==> src/rtl/rv32_pkg.sv <==
// Shared RV32 definitions for the execute-stage divider: operand width, M-extension
// divide op encodings and the divider FSM state type.
package rv32_pkg;

   localparam int unsigned XLEN = 32;

   localparam logic [1:0] DIV_OP_DIV  = 2'b00;
   localparam logic [1:0] DIV_OP_DIVU = 2'b01;
   localparam logic [1:0] DIV_OP_REM  = 2'b10;
   localparam logic [1:0] DIV_OP_REMU = 2'b11;

   typedef enum logic [1:0] {
      IDLE,
      CALC,
      FINISH
   } div_state_t;

endpackage

==> src/rtl/div_unit.sv <==
// Iterative restoring RV32M divider (DIV/DIVU/REM/REMU), one quotient bit per cycle.
// Define DIV_EARLY_OUT_EN to skip CALC for trivial requests.
module div_unit #(
   parameter int unsigned XLEN = 32
) (
   input  logic            clock_i,
   input  logic            reset_i,
   input  logic            start_i,
   input  logic [1:0]      op_i,
   input  logic [4:0]      rd_i,
   input  logic [XLEN-1:0] rs1_data_i,
   input  logic [XLEN-1:0] rs2_data_i,
   output logic            busy_o,
   output logic            done_o,
   output logic            reg_write_o,
   output logic [4:0]      wr_register_o,
   output logic [XLEN-1:0] wr_data_o
);
   import rv32_pkg::*;

   localparam int unsigned CntW = $clog2(XLEN);

   div_state_t state_q, state_d;

   logic [CntW-1:0] cnt_q;
   logic [1:0]      op_q;
   logic [4:0]      rd_q;
   logic            quot_neg_q, rem_neg_q, div_zero_q, ovf_q;
   logic [XLEN-1:0] dividend_q, divisor_q, quot_q;
   logic [XLEN:0]   rem_q;

   logic            done_q, reg_write_q;
   logic [4:0]      wr_register_q;
   logic [XLEN-1:0] wr_data_q;

   // Request decode, used only in the start cycle.
   logic            is_signed, a_neg, b_neg, b_zero, ovf, early;
   logic [XLEN-1:0] a_mag, b_mag;

   always_comb begin
      is_signed = (op_i == DIV_OP_DIV) || (op_i == DIV_OP_REM);
      a_neg     = is_signed & rs1_data_i[XLEN-1];
      b_neg     = is_signed & rs2_data_i[XLEN-1];
      a_mag     = a_neg ? -rs1_data_i : rs1_data_i;
      b_mag     = b_neg ? -rs2_data_i : rs2_data_i;
      b_zero    = (rs2_data_i == '0);
      ovf       = is_signed && (rs1_data_i == {1'b1, {(XLEN-1){1'b0}}}) && (rs2_data_i == '1);
`ifdef DIV_EARLY_OUT_EN
      early     = b_zero || ovf || (b_mag > a_mag);
`else
      early     = 1'b0;
`endif
   end

   always_comb begin
      state_d = state_q;
      case (state_q)
         IDLE:    if (start_i) state_d = early ? FINISH : CALC;
         CALC:    if (cnt_q == '0) state_d = FINISH;
         FINISH:  state_d = IDLE;
         default: state_d = IDLE;
      endcase
   end

   always_ff @(posedge clock_i) begin
      if (reset_i) state_q <= IDLE;
      else         state_q <= state_d;
   end

   // One restoring step: shift {rem, quot} left and trial-subtract the divisor.
   logic [XLEN:0]   rem_sh;
   logic [XLEN-1:0] quot_sh;
   logic [XLEN+1:0] diff;

   always_comb begin
      rem_sh  = {rem_q[XLEN-1:0], quot_q[XLEN-1]};
      quot_sh = {quot_q[XLEN-2:0], 1'b0};
      diff    = {1'b0, rem_sh} - {2'b00, divisor_q};
   end

   // Sign fix and forced RISC-V results for the special cases.
   logic [XLEN-1:0] quot_fix, rem_fix, result;

   always_comb begin
      quot_fix = quot_neg_q ? -quot_q : quot_q;
      rem_fix  = rem_neg_q ? -rem_q[XLEN-1:0] : rem_q[XLEN-1:0];
      if (div_zero_q) begin
         quot_fix = '1;
         rem_fix  = dividend_q;
      end else if (ovf_q) begin
         quot_fix = {1'b1, {(XLEN-1){1'b0}}};
         rem_fix  = '0;
      end
      result = ((op_q == DIV_OP_REM) || (op_q == DIV_OP_REMU)) ? rem_fix : quot_fix;
   end

   always_ff @(posedge clock_i) begin
      if (reset_i) begin
         cnt_q         <= '0;
         op_q          <= '0;
         rd_q          <= '0;
         quot_neg_q    <= 1'b0;
         rem_neg_q     <= 1'b0;
         div_zero_q    <= 1'b0;
         ovf_q         <= 1'b0;
         dividend_q    <= '0;
         divisor_q     <= '0;
         quot_q        <= '0;
         rem_q         <= '0;
         done_q        <= 1'b0;
         reg_write_q   <= 1'b0;
         wr_register_q <= '0;
         wr_data_q     <= '0;
      end else begin
         done_q      <= 1'b0;
         reg_write_q <= 1'b0;
         case (state_q)
            IDLE: begin
               if (start_i) begin
                  op_q       <= op_i;
                  rd_q       <= rd_i;
                  quot_neg_q <= a_neg ^ b_neg;
                  rem_neg_q  <= a_neg;
                  div_zero_q <= b_zero;
                  ovf_q      <= ovf;
                  dividend_q <= rs1_data_i;
                  divisor_q  <= b_mag;
                  cnt_q      <= CntW'(XLEN - 1);
                  // Early-out leaves quotient 0 and remainder |dividend| ready for FINISH.
                  if (early) begin
                     rem_q  <= {1'b0, a_mag};
                     quot_q <= '0;
                  end else begin
                     rem_q  <= '0;
                     quot_q <= a_mag;
                  end
               end
            end
            CALC: begin
               cnt_q <= cnt_q - 1'b1;
               if (!diff[XLEN+1]) begin
                  rem_q  <= diff[XLEN:0];
                  quot_q <= quot_sh | {{(XLEN-1){1'b0}}, 1'b1};
               end else begin
                  rem_q  <= rem_sh;
                  quot_q <= quot_sh;
               end
            end
            FINISH: begin
               done_q        <= 1'b1;
               reg_write_q   <= (rd_q != '0);
               wr_register_q <= rd_q;
               wr_data_q     <= result;
            end
            default: ;
         endcase
      end
   end

   assign busy_o        = (state_q != IDLE);
   assign done_o        = done_q;
   assign reg_write_o   = reg_write_q;
   assign wr_register_o = wr_register_q;
   assign wr_data_o     = wr_data_q;

endmodule

==> config.mk <==
export PLATFORM = sky130hd
export DESIGN_NAME = div_unit
export DESIGN_NICKNAME = d
export VERILOG_FILES = /design/src/rtl/rv32_pkg.sv /design/src/rtl/div_unit.sv
export SDC_FILE = /design/constraint.sdc
export NUM_CORES = 1
export LEC_CHECK = 0
export CORE_MARGIN = 4
export CORE_UTILIZATION = 25
export DETAILED_ROUTE_END_ITERATION = 12
export GPL_TIMING_DRIVEN = 0
export PLACE_DENSITY_LB_ADDON = 0.25
export SKIP_LAST_GASP = 1
export SLEW_MARGIN = 20
export SYNTH_ARGS = -nofsm -noshare
export SYNTH_HDL_FRONTEND = slang
export SYNTH_SLANG_ARGS = --single-unit
==> constraint.sdc <==
create_clock -name clock_i -period 4.4 [get_ports clock_i]
set_clock_uncertainty 0.15 [all_clocks]
set_input_delay 1.1 -clock clock_i [delete_from_list [all_inputs] [get_ports clock_i]]
set_output_delay 1.1 -clock clock_i [all_outputs]
set_load 0.03 [all_outputs]
-- Yosys cells after proc, flatten, opt, wreduce, memory -nomap -nowiden
Index checks and enable logic that the tools add are counted.
- input bits: 74
- word-level logic and storage cells: 71
- flip-flop bits (word level): 185
- output and inout port bits: 40
- reductions and logical operators: 15
- multiplexer cells: 21
- bitwise operators: 4
- equality and inequality tests: 9
- add/sub/neg operators: 6
- operator list (kind ; number):
    32-bit 2-to-1 mux ; 12
    32-bit negation ; 4
    32-bit one-hot mux with 2 select lines ; 2
    32-bit equality test (second input constant) ; 2
    33-bit by 32-bit subtractor with 34-bit output ; 1
    32-bit logical NOT ; 1
    5-bit one-hot mux with 2 select lines ; 1
    2-bit equality test (second input constant) ; 4
    2-bit AND reduction ; 3
    5-bit logical NOT ; 1
    5-bit 2-to-1 mux ; 1
    5-bit nonzero test ; 1
    5-bit by 1-bit subtractor with 5-bit output (second input constant) ; 1
    2-bit logical NOT ; 2
    2-bit 2-to-1 mux ; 2
    2-bit inequality test (second input constant) ; 2
    2-bit one-hot mux with 2 select lines ; 1
    2-bit nonzero test ; 2
    1-bit bitwise AND ; 2
    2-bit by 1-bit equality test with 1-bit output (second input constant) ; 1
    1-bit logical AND ; 2
    1-bit logical OR ; 2
    1-bit 2-to-1 mux ; 2
    2-bit OR reduction ; 1
    2 further kinds ; 2

-- Logic depth before layout (Yosys ltp)
- depth in word-level cells: 6
- mapped depth: 13

-- Worst setup path before layout
Ideal clock, no wire load.
- path kind: input to register
- start: input rs2_data_i[4]
- end: register divisor_q[26]
- setup time: 86 ps
- required time: 4164 ps
- stages: 10
- arrival: 3194 ps
- buffers on the path: 0
- setup slack: 970 ps
- path through: nor3_1 > nand2b_1 > nor4_1 > nand2_1 > or3_1 > nand2b_1 > nor4_2 > a21oi_1 > xnor2_1 > a211oi_1
- longest elaborated chain between the ends: 2
- RTL lines (what ; RTL line ; RTL):
    start: declaration ; div_unit.sv:12 ; input logic [XLEN-1:0] rs2_data_i,
    32-bit negation ; div_unit.sv:45 ; b_mag = b_neg ? -rs2_data_i : rs2_data_i;
    32-bit 2-to-1 mux ; div_unit.sv:45 ;
    end signal: assignment ; div_unit.sv:127 ; divisor_q <= b_mag;
    end: declaration ; div_unit.sv:29 ; logic [XLEN-1:0] dividend_q, divisor_q, quot_q;
No other way between the ends.
A chain may end at the register's enable or synchronous reset.

-- Worst setup path after layout
- start: input rs2_data_i[2]
- end: register divisor_q[26]
The elaborated chain is that of the path after synthesis.

==> flow_metrics.env <==
export IMPL_grt_ovfl_total=0
export IMPL_cts_tree="done"
export IMPL_seq_area_frac_synth=0.3247
export IMPL_crit_top_cell="nand2b_1"
export IMPL_grt_antenna_before_repair=2
export IMPL_synth_main_ff_cell="dfxtp_1"
export IMPL_via_per_inst=5.246
export IMPL_ir_drop_mv=0.2889
export IMPL_fin_nets=1738
export IMPL_initial_utilization=0.2549
export IMPL_cts_path_max_buffers=2
export IMPL_crit_fanout=6
export IMPL_syn_to_final_growth_pct=22.49
export IMPL_cp_cell_sequence="clkdlybuf4s50_1 -> nor3_1 -> nand2b_1 -> nor4_1 -> nand2_1 -> or3_1 -> nand2b_1 -> nor4_4 -> a21oi_1 -> xnor2_1 -> a211oi_1"
export IMPL_slowest_delay_ps=510
export IMPL_dieArea_mm2=0.04885
export IMPL_final_area_mm2=0.01390
export IMPL_hold_buffers=0
export IMPL_dp_hpwl_um=35610
export IMPL_synth_cell_area_mm2=0.01134
export IMPL_utilization=0.3122
export IMPL_drv_cap=0
export IMPL_worst_hold_path_type="reg2reg"
export IMPL_finalHoldViolCount=0
export IMPL_layout_area_seq_mm2=0.003684
export IMPL_required_ps=4620
export IMPL_cts_setup_buffers=0
export IMPL_ys_ff_latch=184
export IMPL_wl_per_cell_um=20.13
export IMPL_grt_pass1_wl_um=68520
export IMPL_cp_top_family="simple AND/OR/NAND/NOR gates"
export IMPL_ant_nets=0
export IMPL_slew_violations=0
export IMPL_multi_input_area_mm2=0.007163
export IMPL_io_pins=114
export IMPL_yosysWarningCount=0
export IMPL_diodes=0
export IMPL_drcViolationCount=0
export IMPL_place_congestion=0.9450
export IMPL_cp_end_kind="flip-flop"
export IMPL_critical_path_class="in2reg"
export IMPL_vias=11690
export IMPL_io_buffer_count=112
export IMPL_drt_pass1_iterations=5
export IMPL_total_power_mw=4.725
export IMPL_outcome="finished clean"
export IMPL_synth_edf_count=0
export IMPL_wirelength_um=44870
export IMPL_synth_area_per_cell_um2=7.599
export IMPL_worstMarginPinSlew_ps=1022
export IMPL_fin_crit_ps=4008
export IMPL_cts_reportedPaths_clkPinSlew_ps=70
export IMPL_grt_util_all_layers=0.1789
export IMPL_worst_path_buf_inv=1
export IMPL_chipHeight_um=221.0
export IMPL_slew_headroom=0.3123
export IMPL_core_mm2=0.04451
export IMPL_power_density_mw_per_mm2=340.0
export IMPL_worstSetupStartpointType="input pin"
export IMPL_dpl_cell_area_mm2=0.01322
export IMPL_clkSinkCount=184
export IMPL_rsz0062_at_grt="false"
export IMPL_grt_max_degree=17
export IMPL_num_fill_cells=4835
export IMPL_synth_nets=1607
export IMPL_die_w_um=221.0
export IMPL_cts_made_buffers=17
export IMPL_cpMaxStageDelayCell="clkdlybuf4s50_1"
export IMPL_htree_levels=4
export IMPL_worst_slack_ps=391.6
export IMPL_ys_async_sr_fraction=0
export IMPL_dr_first_iter_drc_count=982
export IMPL_post_place_ws_ps=-172.6
export IMPL_clk_latency_ps=460
export IMPL_syn_inst=1493
export IMPL_fmaxAchievable_ghz=0.2495
export IMPL_cts_root_buf="clkbuf_16"
export IMPL_first_global_vias=11240
export IMPL_rows=77
export IMPL_crit_arrival_ps=4230
export IMPL_drive_above_1_share=0.03054
export IMPL_period_share=0.9110
export IMPL_synth_cell_types=63
export IMPL_p_leak_nw=4.846
export IMPL_finalSetupViolations=0
-- cell families (layout without fill, tap and decap cells) --
kind of cell / Yosys count / in the layout / share of synthesized area
adders and majority gates: 40 / 40 / 0.04478
and+or+nand+nor: 501 / 501 / 0.1974
DFF: 184 / 184 / 0.3247
muxes: 15 / 15 / 0.01323
buffers and inverters: 139 / 283 / 0.04654
AOI/OAI and AO/OA: 471 / 471 / 0.2629
xor gates and xnor gates: 143 / 143 / 0.1104
-- metrics by stage --
stage,setup TNS [ps],hold WS [ps],instances
6_report,0,304.3,2229
5_1_grt,0,323.6,2229
4_1_cts,0,303.5,2229
3_5_place_dp,-618.2,293.6,2197
3_3_place_gp,-2531,291.3,2197
2_1_floorplan,0,281.9,1493
-- sequential cells by signal, summed over array words and instances, names as in the netlist --
| signal | flops |
|---|---|
| div_zero_q | 1 |
| cnt_q | 5 |
| wr_data_o | 32 |
| divisor_q | 32 |
| rem_q | 32 |
| wr_register_o | 5 |
| quot_q | 32 |
| state_q | 2 |
| ovf_q | 1 |
| done_o | 1 |
| rem_neg_q | 1 |
| quot_neg_q | 1 |
| op_q | 1 |
| dividend_q | 32 |
| rd_q | 5 |
| reg_write_o | 1 |
-- synth_stat cells (all sizes together) (17+ instances only) --
cell type | count | area [um^2]
nand2 | 228 | 855.8
o221ai | 17 | 148.9
xnor2 | 71 | 621.9
nor2 | 132 | 495.5
a22oi | 30 | 225.2
o31ai | 27 | 221.5
dfxtp | 184 | 3684
o21ai | 119 | 595.6
ha | 39 | 488.0
a211oi | 42 | 315.3
nor3 | 28 | 140.1
xor2 | 72 | 630.6
inv | 51 | 191.4
a21oi | 139 | 695.7
o41ai | 20 | 182.7
clkbuf | 78 | 292.8
-- cell type report --
type / instances / area share
Clock inverter: 14 / 0.01585
Tap cell: 592 / 0.05330
Sequential cell: 184 / 0.2651
Inverter: 52 / 0.01405
Multi-Input combinational cell: 1170 / 0.5155
Clock buffer: 18 / 0.03160
Timing Repair Buffer: 112 / 0.08068
Buffer: 87 / 0.02395
-- power by group --
group | total (mW) | switching (mW) | internal, mW
Clock | 1.76 | 0.734 | 1.03
Combinational | 1.08 | 0.678 | 0.407
Sequential | 1.88 | 0.108 | 1.77
-- cell usage in the layout (no fill, tap or decap), types with 13 or more instances in the layout --
master / n
a21oi_1: 139
nor3_1: 27
o31ai_1: 25
nor2_1: 132
mux2i_1: 15
xor2_1: 72
o221ai_1: 17
nor4_1: 13
o41ai_1: 19
nand4_1: 14
ha_1: 39
or3_1: 14
dfxtp_1: 184
or4_1: 13
o21ai_0: 115
xnor2_1: 71
a21o_1: 14
nand2_1: 228
a211oi_1: 42
clkbuf_1: 78
nand2b_1: 14
a22oi_1: 30
clkdlybuf4s50_1: 112
inv_1: 51
clkbuf_16: 17
-- metal layers --
metal,global-route usage,up-vias,wire [um],share of wire
met5,0,-,23,0.00051
met4,0.06765,4,1716,0.038
met3,0.04360,88,2748,0.061
met2,0.2927,344,20690,0.46
met1,0.2288,5644,19690,0.44
li1,-,5613,-,-
-- worst reg2reg max path, cell delays in order, from the launching register on --
cell,delay [ps]
dfxtp_1,410
ha_1,440
nand4_1,170
or3_1,420
a211o_1,300
a21oi_1,410
a41oi_1,300
o21ai_2,420
clkbuf_1,530
o21ai_0,170
o21ai_0,150
-- worst paths after layout --
kind | from | end | slack, ps | cells after the start
worst max-delay path | rs2_data_i[2] | divisor_q[26] | 390 | 11
worst min-delay path | dividend_q[31] | dividend_q[31] | 300 | 2
worst max register to register | rem_q[14] | rem_q[7] | 460 | 10
worst min register to register | dividend_q[31] | dividend_q[31] | 300 | 2
-- what timing repair did --
action	4_1_cts	5_1_grt
endpoints found under the setup margin	0	11
resized for setup	0	3
hold endpoints to repair	0	0
Note: power is estimated with default switching activity, not from simulation.
